## config.mk

```make
export PLATFORM = sky130hd
export DESIGN_NAME = unidad_de_control_multiciclo
export DESIGN_NICKNAME = d
export VERILOG_FILES = /design/src/rtl/uc_pkg.sv /design/src/rtl/uc_decodificador.sv /design/src/rtl/unidad_de_control_multiciclo.sv
export SDC_FILE = /design/constraint.sdc
export NUM_CORES = 1
export LEC_CHECK = 0
export CORE_MARGIN = 8
export CORE_UTILIZATION = 35
export CTS_BUF_LIST = sky130_fd_sc_hd__clkbuf_4 sky130_fd_sc_hd__clkbuf_8 sky130_fd_sc_hd__clkbuf_16
export CTS_CLUSTER_DIAMETER = 60
export DETAILED_ROUTE_END_ITERATION = 8
export DONT_BUFFER_PORTS = 1
export MAX_ROUTING_LAYER = met4
export SLEW_MARGIN = 10
export SYNTH_ARGS = -nofsm -noshare
export SYNTH_HDL_FRONTEND = slang
export SYNTH_SLANG_ARGS = --single-unit
```

## constraint.sdc

```tcl
create_clock -name i_Timming -period 2.25 [get_ports i_Timming]
set_input_delay 0.225 -clock i_Timming [delete_from_list [all_inputs] [get_ports i_Timming]]
set_output_delay 0.225 -clock i_Timming [all_outputs]
set_load 0.01 [all_outputs]
```

## src/rtl/uc_pkg.sv

```systemverilog
// Shared types for the multi-cycle control unit: FSM states, opcodes,
// jump condition codes and the fixed-width part of the control word.
package uc_pkg;

  typedef enum logic [1:0] {
    FETCH     = 2'd0,
    DECODE    = 2'd1,
    EXECUTE   = 2'd2,
    WRITEBACK = 2'd3
  } uc_estado_t;

  localparam int OP_LOAD_1  = 0;
  localparam int OP_LOAD_2  = 1;
  localparam int OP_STORE_1 = 2;
  localparam int OP_STORE_2 = 3;
  localparam int OP_MOVE    = 4;
  localparam int OP_MATH    = 5;
  localparam int OP_JUMP    = 6;
  localparam int OP_NOP     = 7;

  // Codes 2 and above test one flag each: 2k+2 taken on flag[k]==1, 2k+3 on flag[k]==0.
  localparam logic [2:0] COND_INCOND = 3'd0;
  localparam logic [2:0] COND_ENLACE = 3'd1;

  // Register-address fields travel beside this struct because their width
  // is a module parameter.
  typedef struct packed {
    logic       salto;
    logic [1:0] sel;
    logic [1:0] rw;
    logic [2:0] ctl;
    logic [2:0] inst;
    logic       hab;
  } uc_ctrl_t;

  function automatic logic es_memoria(input logic [31:0] opc);
    return opc <= 32'(OP_STORE_2);
  endfunction

endpackage

```

## src/rtl/uc_decodificador.sv

```systemverilog
// Combinational decoder: latched opcode, operands and flags -> control word,
// plus whether the instruction touches memory and whether it writes back.
module uc_decodificador
  import uc_pkg::*;
#(
  parameter int REG_ADDR_W = 3,
  parameter int FLAG_W     = 3,
  parameter int OPC_W      = 3
) (
  input  logic [OPC_W-1:0]        opcode,
  input  logic [2*REG_ADDR_W-1:0] operandos,
  input  logic [FLAG_W-1:0]       banderas,
  output uc_ctrl_t                ctrl,
  output logic [REG_ADDR_W-1:0]   rx,
  output logic [REG_ADDR_W-1:0]   ry,
  output logic [REG_ADDR_W-1:0]   wsel,
  output logic [REG_ADDR_W-1:0]   rsel,
  output logic                    escribe,
  output logic                    memoria
);

  logic [REG_ADDR_W-1:0] op_a;
  logic [REG_ADDR_W-1:0] op_b;
  logic [2:0]            cond;
  logic                  tomado;

  assign op_a    = operandos[2*REG_ADDR_W-1:REG_ADDR_W];
  assign op_b    = operandos[REG_ADDR_W-1:0];
  assign cond    = op_b[2:0];
  assign memoria = es_memoria(32'(opcode));

  // Flag index k = cond/2 - 1; indices beyond FLAG_W leave the jump untaken.
  always_comb begin
    tomado = 1'b0;
    if (cond <= COND_ENLACE) begin
      tomado = 1'b1;
    end else begin
      for (int i = 0; i < FLAG_W; i++) begin
        if (int'(cond[2:1]) - 1 == i) tomado = cond[0] ? ~banderas[i] : banderas[i];
      end
    end
  end

  always_comb begin
    ctrl    = '0;
    rx      = '0;
    ry      = '0;
    wsel    = '0;
    rsel    = '0;
    escribe = 1'b0;
    case (opcode)
      OPC_W'(OP_LOAD_1): begin
        ctrl.sel = 2'b01;
        ctrl.rw  = 2'b01;
        wsel     = op_a;
        escribe  = 1'b1;
      end
      OPC_W'(OP_LOAD_2): begin
        ctrl.sel = 2'b10;
        ctrl.rw  = 2'b11;
        ry       = op_b;
        wsel     = op_a;
        ctrl.ctl = 3'b100;
        escribe  = 1'b1;
      end
      OPC_W'(OP_STORE_1): begin
        rx       = op_b;
        ctrl.ctl = 3'b111;
      end
      OPC_W'(OP_STORE_2): begin
        rx       = op_a;
        ry       = op_b;
        ctrl.ctl = 3'b110;
      end
      OPC_W'(OP_MOVE): begin
        wsel    = op_a;
        rsel    = op_b;
        escribe = 1'b1;
      end
      OPC_W'(OP_MATH): begin
        ctrl.rw   = 2'b11;
        rx        = op_a;
        ctrl.inst = op_b[2:0];
        ctrl.hab  = 1'b1;
        escribe   = 1'b1;
      end
      OPC_W'(OP_JUMP): begin
        if (tomado) begin
          ctrl.salto = 1'b1;
          rx         = op_a;
          if (cond != COND_INCOND) begin
            ctrl.sel = 2'b11;
            ctrl.rw  = 2'b11;
            wsel     = '1;
            escribe  = 1'b1;
          end
        end
      end
      default: ;
    endcase
  end

endmodule

```

## src/rtl/unidad_de_control_multiciclo.sv

```systemverilog
// Multi-cycle control unit: FETCH/DECODE/EXECUTE/WRITEBACK with a memory stall.
// Optional UC_CONTADOR_RETIRADAS_EN adds a 32-bit retired-instruction counter.
module unidad_de_control_multiciclo
  import uc_pkg::*;
#(
  parameter int REG_ADDR_W = 3,
  parameter int FLAG_W     = 3,
  parameter int OPC_W      = 3
) (
  input  logic                    i_Timming,
  input  logic                    i_Rst,
  input  logic                    i_Instr_valid,
  output logic                    o_Instr_ready,
  input  logic [OPC_W-1:0]        i_Operation_code,
  input  logic [2*REG_ADDR_W-1:0] i_Operandos,
  input  logic [FLAG_W-1:0]       i_Bandera,
  input  logic                    i_Mem_ready,
  output logic                    o_Mem_req,
  output logic                    o_Wr_en,
  output logic                    o_Senal_de_salto,
  output logic [1:0]              o_Selector_de_entrada_a_registros,
  output logic [1:0]              o_Lectura_escritura,
  output logic [REG_ADDR_W-1:0]   o_Control_RX,
  output logic [REG_ADDR_W-1:0]   o_Control_RY,
  output logic [REG_ADDR_W-1:0]   o_Seleccion_registro_escritura,
  output logic [REG_ADDR_W-1:0]   o_Seleccion_registro_lectura,
  output logic [2:0]              o_Senal_de_control,
  output logic [2:0]              o_Inst_decodificada,
  output logic                    o_Hab,
  output logic [1:0]              o_Estado
`ifdef UC_CONTADOR_RETIRADAS_EN
  ,
  output logic [31:0]             o_Instr_retiradas
`endif
);

  // Handshake: an instruction transfers on a rising edge where
  // i_Instr_valid && o_Instr_ready; o_Instr_ready is high only in FETCH.

  uc_estado_t              estado;
  logic [OPC_W-1:0]        opc_q;
  logic [2*REG_ADDR_W-1:0] opr_q;
  logic [FLAG_W-1:0]       flg_q;
  uc_ctrl_t                ctrl_d, ctrl_q;
  logic [REG_ADDR_W-1:0]   rx_d, ry_d, wsel_d, rsel_d;
  logic [REG_ADDR_W-1:0]   rx_q, ry_q, wsel_q, rsel_q;
  logic                    esc_d, mem_d;
  logic                    mem_req_q, wr_en_q;
  logic                    retira;

  uc_decodificador #(
    .REG_ADDR_W(REG_ADDR_W),
    .FLAG_W    (FLAG_W),
    .OPC_W     (OPC_W)
  ) u_dec (
    .opcode   (opc_q),
    .operandos(opr_q),
    .banderas (flg_q),
    .ctrl     (ctrl_d),
    .rx       (rx_d),
    .ry       (ry_d),
    .wsel     (wsel_d),
    .rsel     (rsel_d),
    .escribe  (esc_d),
    .memoria  (mem_d)
  );

  assign retira = (estado == WRITEBACK) ||
                  ((estado == EXECUTE) && (!mem_req_q || i_Mem_ready) && !esc_d);

  always_ff @(posedge i_Timming) begin
    if (i_Rst) begin
      estado    <= FETCH;
      opc_q     <= '0;
      opr_q     <= '0;
      flg_q     <= '0;
      ctrl_q    <= '0;
      rx_q      <= '0;
      ry_q      <= '0;
      wsel_q    <= '0;
      rsel_q    <= '0;
      mem_req_q <= 1'b0;
      wr_en_q   <= 1'b0;
    end else begin
      case (estado)
        FETCH: begin
          if (i_Instr_valid) begin
            opc_q  <= i_Operation_code;
            opr_q  <= i_Operandos;
            flg_q  <= i_Bandera;
            estado <= DECODE;
          end
        end
        DECODE: begin
          ctrl_q    <= ctrl_d;
          rx_q      <= rx_d;
          ry_q      <= ry_d;
          wsel_q    <= wsel_d;
          rsel_q    <= rsel_d;
          mem_req_q <= mem_d;
          estado    <= EXECUTE;
        end
        EXECUTE: begin
          // Memory operations stall here with the control word frozen.
          if (!mem_req_q || i_Mem_ready) begin
            mem_req_q <= 1'b0;
            if (esc_d) begin
              wr_en_q <= 1'b1;
              estado  <= WRITEBACK;
            end else begin
              ctrl_q <= '0;
              rx_q   <= '0;
              ry_q   <= '0;
              wsel_q <= '0;
              rsel_q <= '0;
              estado <= FETCH;
            end
          end
        end
        WRITEBACK: begin
          wr_en_q <= 1'b0;
          ctrl_q  <= '0;
          rx_q    <= '0;
          ry_q    <= '0;
          wsel_q  <= '0;
          rsel_q  <= '0;
          estado  <= FETCH;
        end
        default: estado <= FETCH;
      endcase
    end
  end

`ifdef UC_CONTADOR_RETIRADAS_EN
  logic [31:0] retiradas_q;

  always_ff @(posedge i_Timming) begin
    if (i_Rst) retiradas_q <= '0;
    else if (retira) retiradas_q <= retiradas_q + 32'd1;
  end

  assign o_Instr_retiradas = retiradas_q;
`else
  logic retira_sin_uso;
  assign retira_sin_uso = retira;
`endif

  assign o_Instr_ready                     = (estado == FETCH);
  assign o_Estado                          = estado;
  assign o_Mem_req                         = mem_req_q;
  assign o_Wr_en                           = wr_en_q;
  assign o_Senal_de_salto                  = ctrl_q.salto;
  assign o_Selector_de_entrada_a_registros = ctrl_q.sel;
  assign o_Lectura_escritura               = ctrl_q.rw;
  assign o_Control_RX                      = rx_q;
  assign o_Control_RY                      = ry_q;
  assign o_Seleccion_registro_escritura    = wsel_q;
  assign o_Seleccion_registro_lectura      = rsel_q;
  assign o_Senal_de_control                = ctrl_q.ctl;
  assign o_Inst_decodificada               = ctrl_q.inst;
  assign o_Hab                             = ctrl_q.hab;

endmodule

```

==> results.cfg <==
[cells_and_area]
drive_gt1_share_pct = 10.2
post-route-util_pct = 39.2
final_area_um2 = 2100
fillers = 544
area_growth_syn_to_layout_pct = 10.9
nets = 240
num_antenna_cells = 0

[grt]
grt_max_degree = 25
grt_overflow_total = 0
antenna_found_initial = 0
grt_pass1_wl_mm = 7.65
globalRouteTotalUtil_pct = 12.9
grt_pass1_vias = 1526

[worst_hold_path]
hold_depth = 2
min-delay-start = i_Operandos[4]
holdPathEnd = opr_q[4]
hold_class = primary input to flop

[detailed_routing]
drt_iter0_markers = 156
viasPerCell = 5.09
vias = 1513
wl_mm = 4.70
remaining_drc_errors = 0
drt_pass1_iterations = 4
drt.antenna.violating_nets = 0
wl_per_cell_um = 15.8

[power_and_ir_drop]
pwr-share-clk_pct = 32.2
seq_power_share_pct = 51.1
p_int_w = 0.00109
pwr_density_cell_nw_per_um2 = 725
sw_frac_of_total_pct = 28.3
peakVddDrop_mv = 0.265
p_leak_nw = 0.839
comb_power_share_pct = 16.7
p_switching_w = 0.000433

[logic_synthesis]
syn_area_um2 = 1900
synthSimpleGateAreaFrac_pct = 20.8
synthMuxAreaShare_pct = 17.8
syn_nets = 235
yosysUniqueCellTypes = 44
synth-edff-count = 0
ys_warn_count = 0
synth_area_leader_cell = dfxtp_1
yosysSeqAreaShare_pct = 42.2
ys_seq_elements = 40
synth-adder-area-share_pct = 0
synth_cells = 219
synth-compound-area-share_pct = 12.9
synth_area_leaders = dfxtp_1 42%, mux2i_1 15%, nand2_1 7.1%, nor2_1 5.1%, a21oi_1 2.6%
synth.avg_cell_area_um2 = 8.66
yosysMostFrequentCell = dfxtp_1
synth_xor_area_share_pct = 0.923
async_flop_share_pct = 0
synth_common_cells = 40 x dfxtp_1, 36 x nand2_1, 29 x mux2i_1
yosys_most_used_dff = dfxtp_1
synth_top_family_by_area = simple AND/OR/NAND/NOR gates
yosys.area.top_type_share_pct = 42.2

[cts]
cts_setup_buffers = 0
clkTransAtPathRegs_ns = 0.08
clock_sinks = 40
clock_latency_ns = 0.29
cts_resized = 0
cts_root_buffer = clkbuf_8
cts_tree = done
clk_path_buf_depth = 2
cts_buffers = 5
h-tree-depth = 2

[floorplan]
die_area_um2 = 8030
start_util_pct = 35.3
pin_count = 45
coreArea_um2 = 5370
die_h_um = 89.6
rows = 27
die_w_um = 89.6

[place]
hpwl_mm = 3.44
place_ws_ns = 0.245
placed_area_um2 = 1980
place_congestion = 0.809
io_buffer_count = 0

[critical_path]
critPathLaunchType = flop
r2r.worst_path.cells = 6
cp_slowest_cell = dfxtp_1
critical_path.cell_chain = xnor2_1 -> a211o_1 -> o21a_1 -> a21oi_4 -> buf_4 -> mux2i_1
reg2reg_setup_slack_ns = 0.21
worstPathRequired_ns = 2.47
max_stage_delay_ns = 0.45
critPathKind = flop to flop
rr_startpoint = opr_q[0]
r2r-end = o_Seleccion_registro_lectura[2]
critPathMaxFanout = 11
end_kind = flop
arrival_ns = 2.26

[timing]
rsz0062_at_grt = no
worst_pin_slew_ns = 0.557
fin_setup_tns_ns = 0
post-route-min-period_ns = 2.04
timing.final.crit_share_pct = 90.6
finalHoldViolCount = 0
max_freq_mhz = 490
finalWorstSetupSlack_ns = 0.211
fin_worst_skew_ns = 0.00708
drv_slew = 0
relSlewSlack_pct = 62.7
setup_viol = 0

[status]
status = complete, no violations

[job]
max-cap-violations = 0
## metal layers
layer  routed length, um  share of wire, %  GRT usage (%)  up-vias
li1                    -                 -              -      765
met1                2080                44           15.1      698
met2                2120                45           18.7       42
met3                 402               8.5           4.82        8
met4                 101               2.1           7.25        0
met5                   0                 0              -        -
## worst max-delay path, delay by kind of cell (launching register included)
kind | cells | cell delay, ns
compound gates | 3 | 0.95
flops | 1 | 0.45
buf+inv | 1 | 0.24
mux | 1 | 0.19
xor+xnor | 1 | 0.14
## sequential cells by signal, indices dropped and copies added (netlist names), 2 cells and up
name and count:
o_Senal_de_control 3, o_Seleccion_registro_escritura 3, flg_q 3, opr_q 6
o_Control_RY 3, opc_q 3, o_Lectura_escritura 2, o_Seleccion_registro_lectura 3
o_Control_RX 3, o_Estado 2, o_Inst_decodificada 3, o_Selector_de_entrada_a_registros 2
## metrics by stage
step                      hold slack (ns)  total power (W)  instances
after global routing               0.0758          0.00161        297
after global placement              0.303          0.00104        286
after CTS                         0.00347          0.00154        296
after floorplan                     0.372         0.000993        219
after detailed placement            0.302          0.00104        286
final                              0.0796          0.00153        297
## cell type report
type	count	area (um2)	area share [%]
clock inverter	2	10.0	0.476
clock buffer	6	82.6	3.92
tap	72	90.1	4.28
sequential	40	801	38.0
multi-input combinational	157	993	47.2
inverter	8	30.0	1.43
timing repair buffer	12	97.6	4.64
## kinds of logic (layout without fill, tap and decap cells)
logic type             Yosys count  in the layout
AO/OA/AOI/OAI                   34             34
AND/OR/NAND/NOR                 88             88
multiplexers                    33             33
flip-flops                      40             40
buffers and inverters           22             28
XOR/XNOR                         2              2
## power by group through the flow
stage	sequential, W	clock [W]	combinational, W
6_report	0.000780	0.000491	0.000255
5_1_grt	0.000786	0.000541	0.000281
4_1_cts	0.000782	0.000503	0.000253
3_5_place_dp	0.000799	0	0.000245
3_3_place_gp	0.000798	0	0.000244
2_1_floorplan	0.000786	0	0.000207
## worst max path at each step
stage,startpoint,end,slack [ns],cells after the start
after floorplan,opr_q[2],o_Control_RX[0],0.44,6
after global placement,opr_q[0],o_Seleccion_registro_lectura[1],0.31,6
after detailed placement,opr_q[0],o_Seleccion_registro_lectura[0],0.25,6
after CTS,opr_q[0],o_Senal_de_control[2],0.21,6
after global routing,opr_q[0],o_Seleccion_registro_lectura[2],0.08,6
final,opr_q[0],o_Seleccion_registro_lectura[2],0.21,6
## repair_timing
action | 4_1_cts | 5_1_grt
hold endpoints to repair | 14 | 1
endpoints found under the setup margin | 0 | 0
hold buffers | 2 | 1
## placed cells by master, fill, tap and decap left out, drive strengths merged, types with 2 or more instances in the layout
master and n:
clkinv 3, a32o 3, a211o 2, clkbuf 6, inv 7, nor2b 4, nor2 26, o22ai 2
dlygate4sd3 3, buf 9, a21oi 11, nor3 5, mux2i 30, nand2b 6, nand2 36, or2 2
nand3 2, mux2 3, o21ai 4, dfxtp 40, o221ai 3, o211ai 3
(Power assumes the default switching activity.)
